==> src/rtl/fp16_add_arbiter_if.sv <==
// Requester-side bundle of the shared fp16 adder arbiter.
// master = compute units, slave = arbiter.
interface fp16_add_arbiter_if #(
  parameter int N_REQ = 4
);
  logic [N_REQ-1:0]    req_valid;
  logic [16*N_REQ-1:0] req_a;
  logic [16*N_REQ-1:0] req_b;
  logic [N_REQ-1:0]    req_ready;
  logic [N_REQ-1:0]    resp_valid;
  logic [15:0]         resp_result;

  modport master (
    output req_valid, req_a, req_b,
    input  req_ready, resp_valid, resp_result
  );

  modport slave (
    input  req_valid, req_a, req_b,
    output req_ready, resp_valid, resp_result
  );
endinterface

==> src/rtl/fp16_add_arbiter.sv <==
// Round-robin arbiter sharing one pipelined fp16 adder among N_REQ requesters.
// Ports: clk_in/rst_n, enable, bus (requester side), add_* (adder), idle, tag_err.
module fp16_add_arbiter #(
  parameter int N_REQ   = 4,
  parameter int LATENCY = 4
) (
  input  logic               clk_in,
  input  logic               rst_n,
  input  logic               enable,
  fp16_add_arbiter_if.slave  bus,
  output logic [15:0]        add_a,
  output logic [15:0]        add_b,
  output logic               add_valid_in,
  input  logic [15:0]        add_result,
  input  logic               add_valid_out,
  output logic               idle,
  output logic               tag_err
);
  localparam int ID_W  = $clog2(N_REQ);
  localparam int CNT_W = $clog2(LATENCY + 1);

  logic [ID_W-1:0]    r_rr_ptr;
  logic [CNT_W-1:0]   r_flush;
  logic [LATENCY-1:0] r_tag_v;
  logic [ID_W-1:0]    r_tag_id [LATENCY];
  logic               r_tag_err;

  logic               w_found;
  logic               w_grant;
  logic [ID_W-1:0]    w_cand;
  logic [ID_W-1:0]    w_gnt_id;
  logic               w_tag_v;
  logic [ID_W-1:0]    w_tag_id;
  logic               w_resp;

  // First pending requester scanning upward from the pointer.
  always_comb begin
    w_found  = 1'b0;
    w_cand   = '0;
    w_gnt_id = '0;
    for (int k = 0; k < N_REQ; k++) begin
      w_cand = ID_W'((int'(r_rr_ptr) + k) % N_REQ);
      if (!w_found && bus.req_valid[w_cand]) begin
        w_found  = 1'b1;
        w_gnt_id = w_cand;
      end
    end
  end

  // No grants while stale adder traffic may still emerge.
  assign w_grant  = w_found & enable & (r_flush == '0);
  assign w_tag_v  = r_tag_v[LATENCY-1];
  assign w_tag_id = r_tag_id[LATENCY-1];
  assign w_resp   = add_valid_out & w_tag_v;

  always_comb begin
    add_a           = '0;
    add_b           = '0;
    bus.req_ready   = '0;
    bus.resp_valid  = '0;
    for (int i = 0; i < N_REQ; i++) begin
      if (w_grant && w_gnt_id == ID_W'(i)) begin
        bus.req_ready[i] = 1'b1;
        add_a            = bus.req_a[16*i +: 16];
        add_b            = bus.req_b[16*i +: 16];
      end
      if (w_resp && w_tag_id == ID_W'(i)) begin
        bus.resp_valid[i] = 1'b1;
      end
    end
  end

  assign bus.resp_result = w_resp ? add_result : 16'h0000;
  assign add_valid_in    = w_grant;
  assign idle            = !w_grant && (r_tag_v == '0);
  assign tag_err         = r_tag_err;

  always_ff @(posedge clk_in or negedge rst_n) begin
    if (!rst_n) begin
      r_rr_ptr  <= '0;
      r_flush   <= CNT_W'(LATENCY);
      r_tag_v   <= '0;
      r_tag_err <= 1'b0;
      for (int i = 0; i < LATENCY; i++) begin
        r_tag_id[i] <= '0;
      end
    end else begin
      if (r_flush != '0) begin
        r_flush <= r_flush - CNT_W'(1);
      end
      if (w_grant) begin
        if (w_gnt_id == ID_W'(N_REQ - 1)) begin
          r_rr_ptr <= '0;
        end else begin
          r_rr_ptr <= w_gnt_id + ID_W'(1);
        end
      end
      r_tag_v[0]  <= w_grant;
      r_tag_id[0] <= w_gnt_id;
      for (int i = 1; i < LATENCY; i++) begin
        r_tag_v[i]  <= r_tag_v[i-1];
        r_tag_id[i] <= r_tag_id[i-1];
      end
      if (r_flush == '0 && add_valid_out != w_tag_v) begin
        r_tag_err <= 1'b1;
      end
    end
  end
endmodule

==> src/flat_wrapper.sv <==
// flat-port wrapper written by rule: the top's interface ports become plain ports
module fp16_add_arbiter_flat 
#(
  parameter int N_REQ   = 4,
  parameter int LATENCY = 4
)
  (clk_in, rst_n, enable, add_a, add_b, add_valid_in, add_result, add_valid_out, idle, tag_err, bus_req_valid, bus_req_a, bus_req_b, bus_req_ready, bus_resp_valid, bus_resp_result);
  fp16_add_arbiter_if #(.N_REQ(N_REQ)) bus_i ();
  input  logic clk_in;
  input  logic rst_n;
  input  logic enable;
  output logic [15:0] add_a;
  output logic [15:0] add_b;
  output logic add_valid_in;
  input  logic [15:0] add_result;
  input  logic add_valid_out;
  output logic idle;
  output logic tag_err;
  input wire logic [$bits(bus_i.req_valid)-1:0] bus_req_valid;
  input wire logic [$bits(bus_i.req_a)-1:0] bus_req_a;
  input wire logic [$bits(bus_i.req_b)-1:0] bus_req_b;
  output wire logic [$bits(bus_i.req_ready)-1:0] bus_req_ready;
  output wire logic [$bits(bus_i.resp_valid)-1:0] bus_resp_valid;
  output wire logic [$bits(bus_i.resp_result)-1:0] bus_resp_result;
  assign bus_i.req_valid = bus_req_valid;
  assign bus_i.req_a = bus_req_a;
  assign bus_i.req_b = bus_req_b;
  assign bus_req_ready = bus_i.req_ready;
  assign bus_resp_valid = bus_i.resp_valid;
  assign bus_resp_result = bus_i.resp_result;
  fp16_add_arbiter #(.N_REQ(N_REQ), .LATENCY(LATENCY)) u_core (.clk_in(clk_in), .rst_n(rst_n), .enable(enable), .bus(bus_i), .add_a(add_a), .add_b(add_b), .add_valid_in(add_valid_in), .add_result(add_result), .add_valid_out(add_valid_out), .idle(idle), .tag_err(tag_err));
endmodule
==> config.mk <==
export PLATFORM = sky130hd
export DESIGN_NAME = fp16_add_arbiter_flat
export DESIGN_NICKNAME = d
export VERILOG_FILES = /design/src/rtl/fp16_add_arbiter_if.sv /design/src/rtl/fp16_add_arbiter.sv /design/src/flat_wrapper.sv
export SDC_FILE = /design/constraint.sdc
export NUM_CORES = 1
export LEC_CHECK = 0
export BUFFER_PORTS_ARGS = -buffer_cell sky130_fd_sc_hd__buf_2
export CAP_MARGIN = 20
export CORE_AREA = 2 2 81 83
export DETAILED_ROUTE_END_ITERATION = 8
export DIE_AREA = 0 0 83 85
export PLACE_DENSITY = 0.78
export RECOVER_POWER = 100
export SETUP_SLACK_MARGIN = 0.2
export SYNTH_ARGS = -nofsm -noshare
export SYNTH_HDL_FRONTEND = slang
export SYNTH_SLANG_ARGS = --single-unit
==> constraint.sdc <==
create_clock -name clk_in -period 2.5 [get_ports clk_in]
set_input_delay 0.25 -clock clk_in [delete_from_list [all_inputs] [get_ports clk_in]]
set_output_delay 0.25 -clock clk_in [all_outputs]
set_load 0.02 [all_outputs]
==> results of run 1 <==
==> where the power goes <==
group	switching (W)	leakage [nW]	internal [W]
Sequential	0.0000510	0.212	0.000371
Clock	0.0000937	0.0228	0.000113
Combinational	0.00200	1.90	0.00185
Total	0.00215	2.13	0.00234
==> sequential cells by signal, summed over array words and instances, names as in the netlist <==
signal,count
u_core.r_rr_ptr,2
u_core.r_tag_v,4
u_core.r_flush,3
u_core.w_tag_id,2
u_core.tag_err,1
u_core.r_tag_id,6
==> metal layers <==
layer	vias up	part of all wire, %	global-route usage, %
met3	34	9.8	6.13
met5	-	0	0
met2	219	52	41.6
met4	0	2.2	5.51
li1	1569	-	-
met1	1508	36	26.4
==> how the worst max path moves through the flow <==
stage | from | end | slack (ns) | cells after the start
CTS | u_core.r_rr_ptr[0] | add_b[8] | -0.02 | 9
floorplan | u_core.r_rr_ptr[0] | add_a[0] | 0.21 | 10
finish | u_core.r_rr_ptr[0] | add_b[5] | -0.11 | 10
global placement | bus_req_valid[0] | add_a[1] | 0.08 | 10
detailed placement | u_core.r_rr_ptr[0] | add_a[1] | -0.02 | 11
global route | u_core.r_rr_ptr[0] | add_b[15] | -0.25 | 10
==> worst min-delay path, stage by stage <==
cell and delay (ns):
buf_2 0.12, nand3_4 0.08, inv_4 0.05
==> final cells by class <==
cell class              count  area [µm²]
flip-flops and latches     18         454
clock buffers               4        45.0
inverters                  38         145
well taps                  77        96.3
repair buffers            240        1720
multi-input cells         251        1750
fillers                   486        2000
==> cell usage in the layout (no fill, tap or decap), types with 2 or more instances in the layout <==
cell type,synthesis,layout
a21o_1,2,2
a21oi_1,66,36
a21oi_2,0,26
a21oi_4,0,4
a22oi_1,32,24
a22oi_2,0,8
and2_1,21,18
and2_4,0,3
buf_12,0,8
buf_16,0,3
buf_2,5,175
buf_4,0,16
buf_6,3,30
clkbuf_1,18,3
clkbuf_16,0,5
clkbuf_8,0,3
dfrtp_1,17,15
dfrtp_2,0,2
ha_1,7,3
ha_4,0,3
inv_1,37,36
nand2_1,37,36
nor2_1,36,8
nor2_2,0,28
o21ai_0,34,2
o21ai_1,0,29
o21ai_2,0,3
==> kinds of logic (layout without fill, tap and decap cells) <==
kind of cell,Yosys count,after routing
flip-flops,18,18
AND/OR/NAND/NOR,104,104
XOR/XNOR,1,1
AO/OA/AOI/OAI,138,138
adder cells (fa/ha/maj),7,7
buffers and inverters,68,282
multiplexers,1,1
==> timing repair <==
action	in CTS	in global routing
setup endpoints to repair	36	36
hold buffers	1	0
resized for setup	62	108
gates cloned	3	6
endpoints found under the hold margin	17	0
pin swaps	9	36
buffers inserted	6	3
==> through the flow <==
step | utilization, % | instance area (µm²) | total power (W) | std cells | TNS (ns)
after floorplan | - | 2190 | 0.00214 | 337 | 0
after global placement | 53.6 | 3320 | 0.00280 | 605 | 0
after detailed placement | 53.6 | 3320 | 0.00287 | 605 | -0.0242
after CTS | 60.1 | 3730 | 0.00367 | 619 | -0.0898
after global routing | 67.8 | 4210 | 0.00481 | 628 | -6.32
final | 67.8 | 4210 | 0.00449 | 628 | -2.12
==> results.cfg, run 1 <==
[outcome]
outcome = complete, but fails checks
violations = negative setup slack

[setup_path]
crit_chain = buf_6 -> a221oi_4 -> and2_4 -> ha_4 -> clkbuf_16 -> a21oi_2 -> o21ai_1 -> a22oi_1 -> nor2_2 -> buf_6
start_kind = register
reg2reg_to = u_core.r_rr_ptr[0]
regToRegSetupSlack_ns = 0.74
critPathArrivalTime_ns = 2.36
rr_startpoint = u_core.r_flush[0]
cp_max_fo = 5
crit_slowest_cell = dfrtp_2
path_common_cell = buf_6
rr_worst_depth = 6
required_ns = 2.25
end_kind = output pin
worst-path-buf-inv = 3
cpPeakStageDelay_ns = 0.44
path_delay_family = compound AO/OA/AOI/OAI gates
criticalPathCategory = register to output pin

[detailed_routing]
vias_per_cell = 5.30
drcViolationCount = 0
vias = 3330
first_pass_iters = 5
post_drt_wl_per_cell_um = 15.4
routed_wl_um = 9690
ant_nets = 0
drt_iter0_drc = 218

[synthesis]
synth_fa_ha_area_share_pct = 4.13
synth_top_family_by_area = compound AO/OA/AOI/OAI gates
syn-num-nets = 496
synth-simple-area-share_pct = 23.1
synth-xor-area-share_pct = 0.413
synth_top_flop_cell = dfrtp_1
synth_mux_area_share_pct = 0.531
synthArstFlopShare_pct = 100
syn_area_per_cell_um2 = 6.29
yosys.area.top_type = dfrtp_1
synth.distinct_cells = 29
yosys_register_bits = 18
synth_commonest_cells = a21oi_1, inv_1, nand2_1
syn_inst = 337
yosys-top-cells-area = dfrtp_1, a21oi_1, a22oi_1, o21ai_0, inv_1
synth_top_area_share_pct = 20.1
ys_warn_count = 0
synth_edf_count = 0
syn_area_um2 = 2120
ys_seq_area_share_pct = 21.3
synthMostInstantiatedCell = a21oi_1
synth_compound_area_share_pct = 37.0

[global_routing]
grt_pass1_vias = 3084
grt_pass1_wl_um = 13500
antenna_found_initial = 0
grt_max_degree = 40
grtUsageTotal_pct = 22.7
gr-total-overflow = 0

[worst_hold_path]
hold_path_depth = 3
hp-start = enable
hp-class = input pin to register
hold_path_end = u_core.r_tag_v[0]

[clocking]
cts.path.max_buffers = 2
path_clk_slew_ns = 0.07
root_buffer = clkbuf_8
cts_buffers = 3
clkSinkCount = 18
cts_htree_levels = 1
cts_tree = yes
clk_latency_ns = 0.26

[timing]
finalSetupViolCount = 32
max_slew_margin_pct = 36.6
hold-worst-slack_ns = 0.281
worst_pin_slew_ns = 0.951
rsz0062_at_grt = true
min_period_ns = 2.61
fin_crit_sh_pct = 105
layout_setup_ws_ns = -0.114
hold_violations = 0
drv_slew = 0
finClkSkew_ns = 0.0110
maxClockFrequency_ghz = 0.383

[place]
pre_cts_ws_ns = -0.0169
place.gp.congestion = 0.866
dp_hpwl_um = 6370
port_buffers = 210

[die]
num_io_pins = 211
dieArea_um2 = 7060
die_h_um = 85
rows = 29
die_x_um = 83
start_util_pct = 34.2
core_um2 = 6200

[power_and_ir_drop]
power.density_nw_per_um2 = 1070
peakVddDrop_v = 0.000599
power_leakage_nw = 2.13

[layout]
layout.nets = 711
diodes = 0
drive_above_1_share_pct = 59.9
area_delta_synth_final_pct = 98.5

[flow_run]
maxCapViolCount = 0
No activity file was read; power rests on OpenSTA's default activity.
==> run 2: changes to the inputs <==
--- a/config.mk
+++ b/config.mk
@@ -12,7 +12,6 @@
 export DIE_AREA = 0 0 83 85
 export PLACE_DENSITY = 0.78
 export RECOVER_POWER = 100
-export SETUP_SLACK_MARGIN = 0.2
 export SYNTH_ARGS = -nofsm -noshare
 export SYNTH_HDL_FRONTEND = slang
 export SYNTH_SLANG_ARGS = --single-unit
==> constraint.sdc (replaced) <==
create_clock -name clk_in -period 3.3 [get_ports clk_in]
set_input_delay 0.33 -clock clk_in [delete_from_list [all_inputs] [get_ports clk_in]]
set_output_delay 0.33 -clock clk_in [all_outputs]
set_load 0.02 [all_outputs]
==> results.cfg, run 2 (synthesis gave the netlist of run 1 again) <==
[timing]
worst_pin_slew_ns = 0.898
min_period_ns = 2.99
rsz0062_at_grt = false
finalSetupViolCount = 0
finalSetupTns_ns = 0
finClkSkew_ns = 0.00544
hold-worst-slack_ns = 0.349
max_slew_margin_pct = 40.2
fin_crit_sh_pct = 90.5
hold_violations = 0
maxClockFrequency_ghz = 0.335
drv_slew = 0

[setup_path]
required_ns = 2.97
startpoint = u_core.r_rr_ptr[0]
criticalPathCategory = register to output pin
rr_startpoint = u_core.r_flush[0]
regToRegSetupSlack_ns = 1.35
cp_max_fo = 42
critPathArrivalTime_ns = 2.66
start_kind = register
end_kind = output pin

[clocking]
cts_htree_levels = 1
cts_buffers = 3
cts_tree = yes
clk_latency_ns = 0.24
post-cts-setup-buffers = 0
clkSinkCount = 18
cts.path.max_buffers = 2
root_buffer = clkbuf_8
path_clk_slew_ns = 0.07

[power_and_ir_drop]
peakVddDrop_v = 0.000377
power_leakage_nw = 1.69
power.density_nw_per_um2 = 681

[global_routing]
grt_pass1_vias = 2867
grt_pass1_wl_um = 12200
gr-total-overflow = 0
busiest_layer = met2
grtUsageTotal_pct = 20.2
use_met2_pct = 38.0
antenna_found_initial = 0
grt_use_met3_pct = 4.67
grt_max_degree = 67
use_met1_pct = 23.1

[detailed_routing]
routed_wl_um = 7620
vias = 3016
post_drt_wl_per_cell_um = 12.6
first_pass_iters = 4
drcViolationCount = 0
ant_nets = 0
vias_per_cell = 4.99
drt_iter0_drc = 230

[layout]
diodes = 0
largest-register = u_core.r_tag_id
top_regs = u_core.r_tag_id: 6 flops, u_core.r_tag_v: 4 flops, u_core.r_flush: 3 flops
layout.nets = 687
area_delta_synth_final_pct = 51.4
layout_common_cells = buf_2, a21oi_1, clkbuf_1
largest_reg_flops = 6
drive_above_1_share_pct = 35.3
final_common_cell = buf_2

[die]
start_util_pct = 34.2
core_um2 = 6200
rows = 29
dieArea_um2 = 7060
die_x_um = 83
num_io_pins = 211
die_h_um = 85

[place]
dp_hpwl_um = 5920
port_buffers = 210
place.gp.congestion = 0.811

[worst_hold_path]
hp-start = u_core.r_tag_id[4]
hp-class = register to register

[outcome]
outcome = complete, no violations

[flow_run]
maxCapViolCount = 0
-- run 2: cell types whose count changed in the layout (fill, tap and decap cells not counted), sizes merged --
cell	delta
clkbuf	+47
clkinvlp	+1
inv	-1
buf	-71
-- run 2: path summary, 6_finish.rpt --
| check | end | cells after the start |
|---|---|---|
| setup / recovery | add_a[1] | 11 |
| hold / removal | u_core.r_tag_id[2] | 0 |
| setup reg to reg | u_core.r_tag_v[0] | 5 |
| hold reg to reg | u_core.r_tag_id[2] | 0 |
| max in group asynchronous | u_core.r_tag_v[2] | 2 |
| min in group asynchronous | u_core.tag_err | 2 |
-- run 2: worst max-delay path: stages (launching register included) --
cell and delay [ns]:
dfrtp_1 0.40, nand2b_1 0.13, a21oi_1 0.07, a221oi_1 0.36, and2_1 0.25, ha_2 0.20
buf_4 0.33, a21oi_1 0.11, o21ai_0 0.13, a22oi_1 0.11, nor2_1 0.10, clkbuf_2 0.19
-- run 2: layout make-up --
cell class	instances	area (µm²)
multi-input cells	251	1390
flip-flops and latches	18	452
inverters	38	144
fillers	641	3000
clock buffers	4	55.1
well taps	77	96.3
repair buffers	216	1070
-- run 2: power by group --
part | internal [W] | switching (W)
clock network | 0.000106 | 0.0000652
registers | 0.000279 | 0.0000326
logic | 0.000616 | 0.00109
-- run 2: repair_timing --
| action | 4_1_cts | 5_1_grt |
|---|---|---|
| hold buffers | 1 | 0 |
| gates resized for setup | 0 | 0 |
| hold endpoints to repair | 1 | 0 |
-- run 2: routing by layer --
| layer | routed length, µm | vias up |
|---|---|---|
| met5 | 0 | - |
| met4 | 146 | 0 |
| met3 | 689 | 16 |
| met2 | 3790 | 164 |
| met1 | 3000 | 1324 |
| li1 | - | 1512 |
-- run 2: metrics by stage --
stage	area (µm²)	cells	utilization [%]	setup slack, ns	power (W)
after floorplan	2120	337	-	0.786	0.00155
after global placement	3200	599	51.5	0.588	0.00201
after detailed placement	3200	599	51.5	0.532	0.00204
after CTS	3260	604	52.6	0.294	0.00222
after global routing	3210	604	51.7	0.0293	0.00243
final	3210	604	51.7	0.313	0.00218
